$ cat src/rtl/arbiter_pkg.sv
// Shared sizing, FSM state encoding and packet layout for the AER readout path.
package arbiter_pkg;
    localparam int ROWS     = 8;
    localparam int COLS     = 8;
    localparam int POLARITY = 2;
    localparam int TS_W     = 16;
    localparam int x_width  = (ROWS > 1) ? $clog2(ROWS) : 1;
    localparam int y_width  = (COLS > 1) ? $clog2(COLS) : 1;

    typedef enum logic [1:0] {
        IDLE,
        WAIT_GNT,
        SEND,
        SETTLE
    } aer_state_t;

    typedef struct packed {
        logic [x_width-1:0] x;
        logic [y_width-1:0] y;
        logic               pol;
        logic [TS_W-1:0]    ts;
    } aer_pkt_t;
endpackage

$ cat src/rtl/aer_readout_ctrl_gnt_encoder.sv
// Grant matrix to row/column index: lowest row wins, then lowest column;
// flags any grant and more than one grant.
module gnt_encoder
    import arbiter_pkg::*;
#(
    parameter int ROWS = arbiter_pkg::ROWS,
    parameter int COLS = arbiter_pkg::COLS
) (
    input  logic [ROWS-1:0][COLS-1:0] i_gnt,
    output logic [x_width-1:0]        o_x,
    output logic [y_width-1:0]        o_y,
    output logic                      o_any,
    output logic                      o_multi
);
    always_comb begin
        o_x     = '0;
        o_y     = '0;
        o_any   = 1'b0;
        o_multi = 1'b0;
        for (int r = 0; r < ROWS; r++) begin
            for (int c = 0; c < COLS; c++) begin
                if (i_gnt[r][c]) begin
                    if (o_any) begin
                        o_multi = 1'b1;
                    end else begin
                        o_x   = x_width'(r);
                        o_y   = y_width'(c);
                        o_any = 1'b1;
                    end
                end
            end
        end
    end
endmodule

$ cat src/rtl/aer_readout_ctrl.sv
// AER readout: latches pixel events, drives the 2-D arbiter and emits one packet per grant.
// Optional macro AER_TIMESTAMP_EN adds a free-running timestamp captured at the grant.
module aer_readout_ctrl
    import arbiter_pkg::*;
#(
    parameter int ROWS        = arbiter_pkg::ROWS,
    parameter int COLS        = arbiter_pkg::COLS,
    parameter int POLARITY    = arbiter_pkg::POLARITY,
    parameter int TS_W        = arbiter_pkg::TS_W,
    parameter int GNT_TIMEOUT = 15
) (
    input  logic                                    clk_i,
    input  logic                                    reset_i,
    input  logic                                    enable_i,
    input  logic [ROWS-1:0][COLS-1:0][POLARITY-1:0] evt_i,
    output logic [ROWS-1:0][COLS-1:0][POLARITY-1:0] arb_req_o,
    output logic                                    arb_en_o,
    input  logic [ROWS-1:0][COLS-1:0]               arb_gnt_i,
    input  logic                                    arb_pol_i,
    output logic                                    pkt_valid_o,
    input  logic                                    pkt_ready_i,
    output logic [x_width-1:0]                      pkt_x_o,
    output logic [y_width-1:0]                      pkt_y_o,
    output logic                                    pkt_pol_o,
    output logic [TS_W-1:0]                         pkt_ts_o,
    output logic                                    drop_o,
    output logic                                    err_o
);
    localparam int WAIT_W   = $clog2(GNT_TIMEOUT + 1);
    localparam int PKT_TS_W = arbiter_pkg::TS_W;

    aer_state_t                              r_state, w_state_nxt;
    logic [ROWS-1:0][COLS-1:0][POLARITY-1:0] r_pend, w_clr;
    aer_pkt_t                                r_pkt, w_pkt_nxt;
    logic [WAIT_W-1:0]                       r_wait;
    logic                                    r_err, r_drop, w_err_nxt, w_capture, w_hs;
    logic [x_width-1:0]                      w_x;
    logic [y_width-1:0]                      w_y;
    logic                                    w_any, w_multi;
    logic [TS_W-1:0]                         w_ts;

`ifdef AER_TIMESTAMP_EN
    logic [TS_W-1:0] r_ts;
    always_ff @(posedge clk_i or posedge reset_i) begin
        if (reset_i) r_ts <= '0;
        else         r_ts <= r_ts + TS_W'(1);
    end
    assign w_ts = r_ts;
`else
    assign w_ts = '0;
`endif

    gnt_encoder #(.ROWS(ROWS), .COLS(COLS)) u_enc (
        .i_gnt   (arb_gnt_i),
        .o_x     (w_x),
        .o_y     (w_y),
        .o_any   (w_any),
        .o_multi (w_multi)
    );

    assign arb_en_o    = (r_state == WAIT_GNT);
    assign pkt_valid_o = (r_state == SEND);
    assign w_hs        = pkt_valid_o & pkt_ready_i;
    assign arb_req_o   = r_pend;
    assign pkt_x_o     = r_pkt.x;
    assign pkt_y_o     = r_pkt.y;
    assign pkt_pol_o   = r_pkt.pol;
    assign pkt_ts_o    = r_pkt.ts[TS_W-1:0];
    assign err_o       = r_err;
    assign drop_o      = r_drop;
    assign w_pkt_nxt   = '{x: w_x, y: w_y, pol: arb_pol_i, ts: PKT_TS_W'(w_ts)};

    // Clearing an already-clear bit on a stale grant is harmless by construction.
    always_comb begin
        w_clr = '0;
        if (w_hs) w_clr[r_pkt.x][r_pkt.y][r_pkt.pol] = 1'b1;
    end

    always_comb begin
        w_state_nxt = r_state;
        w_capture   = 1'b0;
        w_err_nxt   = 1'b0;
        unique case (r_state)
            IDLE:     if (enable_i && (|r_pend)) w_state_nxt = WAIT_GNT;
            WAIT_GNT: begin
                if (!enable_i) begin
                    w_state_nxt = IDLE;
                end else if (w_any) begin
                    w_state_nxt = SEND;
                    w_capture   = 1'b1;
                    w_err_nxt   = w_multi;
                end else if (r_wait == WAIT_W'(GNT_TIMEOUT - 1)) begin
                    w_state_nxt = IDLE;
                    w_err_nxt   = 1'b1;
                end
            end
            SEND:     if (pkt_ready_i) w_state_nxt = SETTLE;
            SETTLE:   w_state_nxt = IDLE;
            default:  w_state_nxt = IDLE;
        endcase
    end

    // A new event on the same cycle as its own clear wins and is not a drop.
    always_ff @(posedge clk_i or posedge reset_i) begin
        if (reset_i) begin
            r_state <= IDLE;
            r_pend  <= '0;
            r_pkt   <= '0;
            r_wait  <= '0;
            r_err   <= 1'b0;
            r_drop  <= 1'b0;
        end else begin
            r_state <= w_state_nxt;
            r_pend  <= (r_pend & ~w_clr) | evt_i;
            r_drop  <= |(evt_i & r_pend & ~w_clr);
            r_err   <= w_err_nxt;
            r_wait  <= (r_state == WAIT_GNT) ? r_wait + WAIT_W'(1) : '0;
            if (w_capture) r_pkt <= w_pkt_nxt;
        end
    end
endmodule

$ cat config.mk
export PLATFORM = sky130hd
export DESIGN_NAME = aer_readout_ctrl
export DESIGN_NICKNAME = d
export VERILOG_FILES = /design/src/rtl/arbiter_pkg.sv /design/src/rtl/aer_readout_ctrl_gnt_encoder.sv /design/src/rtl/aer_readout_ctrl.sv
export SDC_FILE = /design/constraint.sdc
export NUM_CORES = 1
export LEC_CHECK = 0
export BUFFER_PORTS_ARGS = -buffer_cell sky130_fd_sc_hd__buf_4
export CAP_MARGIN = 30
export CORE_AREA = 2 2 136 138
export CTS_CLUSTER_SIZE = 30
export DETAILED_ROUTE_END_ITERATION = 8
export DIE_AREA = 0 0 138 140
export PLACE_DENSITY = 0.85
export SLEW_MARGIN = 40
export SYNTH_ARGS = -nofsm -noshare
export SYNTH_HDL_FRONTEND = slang
export SYNTH_HIERARCHICAL = 1
export SYNTH_SLANG_ARGS = --single-unit
$ cat constraint.sdc
create_clock -name clk_i -period 7.7 [get_ports clk_i]
set_clock_uncertainty 0.05 [all_clocks]
set_input_delay 0.385 -clock clk_i [delete_from_list [all_inputs] [get_ports clk_i]]
set_output_delay 0.385 -clock clk_i [all_outputs]
set_load 0.02 [all_outputs]
* Word level (Yosys, flattened, before mapping)
Index checks and enable logic that the tools add are counted.
** Operators by class
- Eq/ne operators :: 7
- Bitwise operators :: 6
- Mux-type cells :: 449
- Order comparisons :: 6
- Reduce and logical (&&, ||, !) cells :: 8
- Add/subtract/negate cells :: 1
** Operator list (count)
- $mux 3 :: 236
- $and 128x128->128 :: 3
- $reduce_or 128->1 :: 2
- $mux 1 :: 200
- $mux 128 :: 1
- $not 128->128 :: 1
- $or 128x128->128 :: 1
- $demux 16 s3 :: 1
- $mux 16 :: 1
- $mux 2 :: 6
- $lt 3x4->1 const B :: 2
- $pmux 2 s4 :: 1
- $demux 2 s3 :: 1
- $ge 3x1->1 const B :: 2
- $add 4x1->4 const B :: 1
- $eq 2x2->1 const B :: 2
- $eq 4x4->1 const B :: 1
- $logic_and 1x1->1 :: 4
- $mux 4 :: 1
- $ne 4x2->1 const B :: 1
- $reduce_and 3->1 :: 1
- $eq 2x1->1 const B :: 1
- $logic_not 2->1 :: 1
- $lt 1x2->1 const B :: 1
- other kinds (5) :: 5
** Word-level totals
- Input port bits :: 197
- Logic and storage cells :: 548
- Flip-flop bits (word level) :: 143
- Output and inout port bits :: 155

* Longest topological paths before layout
- Depth after elaboration :: 130
- Gate-level depth with buffers :: 12

* Hierarchy
The synthesis kept the hierarchy.
** Modules (own cells, without submodules)
- aer_readout_ctrl :: area an instance 7631.1 µm², seq. area each 3578.4 µm², times used 1, cells each 832
- gnt_encoder :: area an instance 1831.8 µm², seq. area each 0.0 µm², times used 1, cells each 315

* Worst setup path after synthesis
No wires, ideal clock.
- Kind :: in2reg
- Start point :: input arb_gnt_i[1] in the netlist's numbering
- End point :: register r_err (netlist: err_o)
- Stages on the path :: 12
- Arrival :: 3.883 ns
- Setup slack :: 3.642 ns
- Cell sequence :: or4_4 > buf_6 > or4_4 > buf_6 > or3_1 > a221o_1 > a2111oi_2 > nand4b_1 > or4_1 > or4_1 > a21oi_1 > nor3_1
** On the way
- Word-level cells in the longest chain between the ends :: 128
- Elaborated cells on any way between the ends :: 191
** Ends and longest elaborated chain
- from (decl) :: line aer_readout_ctrl.sv:18 : input logic [ROWS-1:0][COLS-1:0] arb_gnt_i,
- $mux 1 :: line aer_readout_ctrl_gnt_encoder.sv:22 : if (i_gnt[r][c]) begin
- $mux 1 :: line aer_readout_ctrl_gnt_encoder.sv:23 : if (o_any) begin
- $mux 1 :: line aer_readout_ctrl_gnt_encoder.sv:22
- $mux 1 :: line aer_readout_ctrl_gnt_encoder.sv:23
- $mux 1 :: line aer_readout_ctrl_gnt_encoder.sv:22
- $mux 1 :: line aer_readout_ctrl_gnt_encoder.sv:23
- $mux 1 :: line aer_readout_ctrl_gnt_encoder.sv:22
- $mux 1 :: line aer_readout_ctrl_gnt_encoder.sv:23
- [114 not listed]
- $mux 1 :: line aer_readout_ctrl_gnt_encoder.sv:22
- $mux 1 :: line aer_readout_ctrl_gnt_encoder.sv:23
- $mux 1 * :: line aer_readout_ctrl_gnt_encoder.sv:22
- via w_multi :: line aer_readout_ctrl.sv:39 : logic w_any, w_multi;
- $mux 1 * :: line aer_readout_ctrl.sv:88 : end else if (w_any) begin
- $mux 1 * :: line aer_readout_ctrl.sv:86 : if (!enable_i) begin
- $mux 1 * :: line aer_readout_ctrl.sv:83 : unique case (r_state)
- via w_err_nxt :: line aer_readout_ctrl.sv:36 : logic r_err, r_drop, w_err_nxt, w_capture, w_hs;
- to (signal assigned) :: line aer_readout_ctrl.sv:116 : r_err <= w_err_nxt;
- to (decl) :: line aer_readout_ctrl.sv:36
Mark *: on every way through the listed nets, which the timed path passes. The rest lies on a longest branch.
A chain may end at the register's enable or synchronous reset.

* Worst setup path in the final report
- Start point :: input arb_gnt_i[26] in the netlist's numbering
- End point :: register r_err (netlist: err_o)
** On the way
- Word-level cells in the longest chain between the ends :: 78
- Elaborated cells on any way between the ends :: 116
** Ends and longest elaborated chain (line)
- $mux 1 :: aer_readout_ctrl_gnt_encoder.sv:22
- $mux 1 :: aer_readout_ctrl_gnt_encoder.sv:23
- $mux 1 :: aer_readout_ctrl_gnt_encoder.sv:22
- $mux 1 :: aer_readout_ctrl_gnt_encoder.sv:23
- $mux 1 :: aer_readout_ctrl_gnt_encoder.sv:22
- $mux 1 :: aer_readout_ctrl_gnt_encoder.sv:23
- $mux 1 :: aer_readout_ctrl_gnt_encoder.sv:22
- $mux 1 :: aer_readout_ctrl_gnt_encoder.sv:23
- [64 not listed]
- $mux 1 :: aer_readout_ctrl_gnt_encoder.sv:22
- $mux 1 :: aer_readout_ctrl_gnt_encoder.sv:23
- $mux 1 * :: aer_readout_ctrl_gnt_encoder.sv:22
- via w_multi :: aer_readout_ctrl.sv:39
- $mux 1 * :: aer_readout_ctrl.sv:88
- $mux 1 * :: aer_readout_ctrl.sv:86
- $mux 1 * :: aer_readout_ctrl.sv:83
- via w_err_nxt :: aer_readout_ctrl.sv:36
Marks and branches as above.

==> metrics.cfg <==
[yosys]
netlist_area_um2 = 9463
synthArstFlopShare = 1.000
synth_simple_gate_area_share = 0.2974
ys_seq_elements = 143
share_of_cell_area_taken_by_muxes_after_synthesis = 0.008330
synth_seq_area_share = 0.3782
ys.flop_type = dfrtp_1
count_of_yosys_warnings_during_synthesis = 6
post_synth_inst_count = 1147
synth_enable_flop_cells = 0
synth_compound_area_frac = 0.2511
synth_top_family_by_area = simple AND/OR/NAND/NOR gates
post_synth_fa_ha_maj_area_fraction = 0.004760
synth_xor_area_frac = 0.001851
synth.distinct_cells = 77
synth_area_per_cell_um2 = 8.250

[die]
floorplan.die.width_um = 138
rows = 49
die_height_um = 140
initial_utilization = 0.5322
design.core.area_um2 = 17780
i_o_pin_total = 352
die-area_um2 = 19320

[critical_path]
crit_path_max_fanout = 6
critPathLaunchType = input pin
critical_path.endpoint_type = flip-flop
setup.worst_path.class = in2reg
timing.critical_path.required_ps = 7970
worst_ep_arrival_time_ps = 4360

[pwr]
ir_drop_mv = 0.1187
p_clk_frac = 0.380
p_per_area_nw_per_um2 = 185.3
swShare = 0.3562
total_leakage_power_nw = 4.843
power_frac_comb = 0.253
internal_power_w = 0.001507
p_sw_w = 0.0008338
seq_power_share = 0.367

[route]
initial_drt_pass_iterations = 9
drc = 11
ant_nets = 0
vias_per_cell = 7.056
detail_route.wl_per_cell_um = 27.25
postRouteWirelength_mm = 45.97
drt_first_iter_violations = 1946
routed-via-count = 11900

[place]
hpwl_mm = 34.09
gp_routability_congestion = 1.041
port_buffers = 335
place_area_um2 = 11980

[outcome]
failed_checks = DRC
run_status = finished, violations left

[timing]
final_max_slew_viol_count = 0
worst_slew_margin_rel = 0.4116
maximum_clock_frequency_mhz = 244.5
number_of_setup_violations_in_the_final_report = 0
grt_setup_unrepaired = false
final.period_utilization = 0.5311
final.setup.tns_ps = 0
finalCriticalPeriod_ps = 4089
tightestPinTransition_ps = 860.3
report.final.hold_viol_count = 0

[flow_run]
drv_cap = 0

[finish]
postLayoutCellArea_um2 = 12630
design.final.nets = 1644
commonest_cells_after_routing_fill_and_taps_aside = buf_4, dfrtp_1, nand2_1
area_growth_pct = 33.52
insertedDiodeCount = 0
final_common_cell = buf_4
post_route_cells_drive_above_1_share = 0.2846
final_core_util = 0.7106

[hold_path]
worst_hold_path_type = in2reg

[grt]
global_route.usage.total = 0.4612
grt_pass1_wl_mm = 67.69
globalRouteOverflowTotal = 0
first_global_vias = 11270
grt_antenna_before_repair = 1
largest_net_degree_at_the_start_of_global_routing = 83

[clocking]
clkSlewWorstSetupHoldPaths_ps = 70
tritoncts = yes
clock_tree.buffer_depth = 2
cts.htree.levels = 4
clkLatencyLatePin_ps = 440
cts_made_buffers = 17
clock-sinks = 143
ctsRootBufferMaster = clkbuf_16

stage by stage:
stage               setup WS (ps)  total power (W)  hold slack, ps  cells
finish                       3611         0.002341           96.72   1687
floorplan                    3427         0.001173           403.6   1162
detailed placement           3182         0.001419           431.5   1654
global placement             3239         0.001415           418.7   1654
global route                 3415         0.002382           99.52   1687
CTS                          3622         0.002286           104.0   1687
kinds of logic after synthesis:
logic type | count (synthesis)
xor+xnor | 2
other cells | 1
buf+inv | 109
mux | 7
flops | 143
simple gates | 504
compound gates | 377
fa+ha+maj | 4
path summary, 6_finish.rpt:
path,from,end,slack (ps),depth (start not counted)
min,evt_i[43],arb_req_o[43],100,2
min reg2reg,r_wait[0],r_wait[0],440,1
max in group asynchronous,reset_i,arb_req_o[4],5920,4
min in group asynchronous,reset_i,arb_req_o[31],510,3
max reg2reg,pkt_y_o[1],drop_o,4050,6
max,arb_gnt_i[26],err_o,3610,11
power by group through the flow:
stage / combinational, W / sequential [W] / clock, W
4_1_cts: 0.000558 / 0.000852 / 0.000876
6_report: 0.000592 / 0.000860 / 0.000889
5_1_grt: 0.000609 / 0.000864 / 0.000909
2_1_floorplan: 0.000344 / 0.000829 / 0
3_3_place_gp: 0.000552 / 0.000863 / 0
3_5_place_dp: 0.000554 / 0.000865 / 0
final cells by class:
cell class	count	area (um2)
Timing Repair Buffer	344	2589
Inverter	29	113.9
Clock buffer	19	442.9
Tap cell	229	286.5
Fill cell	1401	5145
Clock inverter	13	175.2
Multi-Input combinational cell	910	5444
Sequential cell	143	3583
registers in the layout, indices dropped and copies added, names as in the netlist, named ones only:
register	flops
arb_req_o	128
drop_o	1
err_o	1
pkt_x_o	3
r_wait	4
pkt_y_o	3
r_state	1
pkt_pol_o	1
what timing repair did:
action | CTS | global route
buffers inserted | 0 | 0
gates resized for setup | 0 | 0
hold buffers | 1 | 0
endpoints found under the setup margin | 0 | 0
endpoints found under the hold margin | 5 | 0
cell usage after synthesis (25+ instances only):
cell type / n / area (um2)
dfrtp_1: 143 / 3578
nand2_1: 127 / 476.7
o21ai_0: 125 / 625.6
a31oi_1: 101 / 631.9
nand2b_1: 100 / 625.6
nor4_1: 71 / 444.2
nor2_1: 56 / 210.2
nand3_1: 40 / 200.2
a21oi_1: 31 / 155.2
clkbuf_1: 30 / 112.6
inv_1: 29 / 108.9
nor3_1: 25 / 125.1
layer usage:
metal | track usage | part of all wire | vias up
met3 | 0.1655 | 0.15 | 335
met1 | 0.5164 | 0.31 | 5420
met5 | 0 | 0 | -
met4 | 0.3255 | 0.094 | 0
met2 | 0.7355 | 0.45 | 1218
li1 | - | - | 4931
worst max-delay path, stage by stage:
cell     delay [ps]
buf_4           130
nor4_1          730
nand4_1         430
nor4_2          580
nand2_1         190
o41ai_1         500
nand3_1         120
or4_1           530
or4_1           540
a21oi_1         170
nor3_1           60
(Power assumes the default switching activity.)
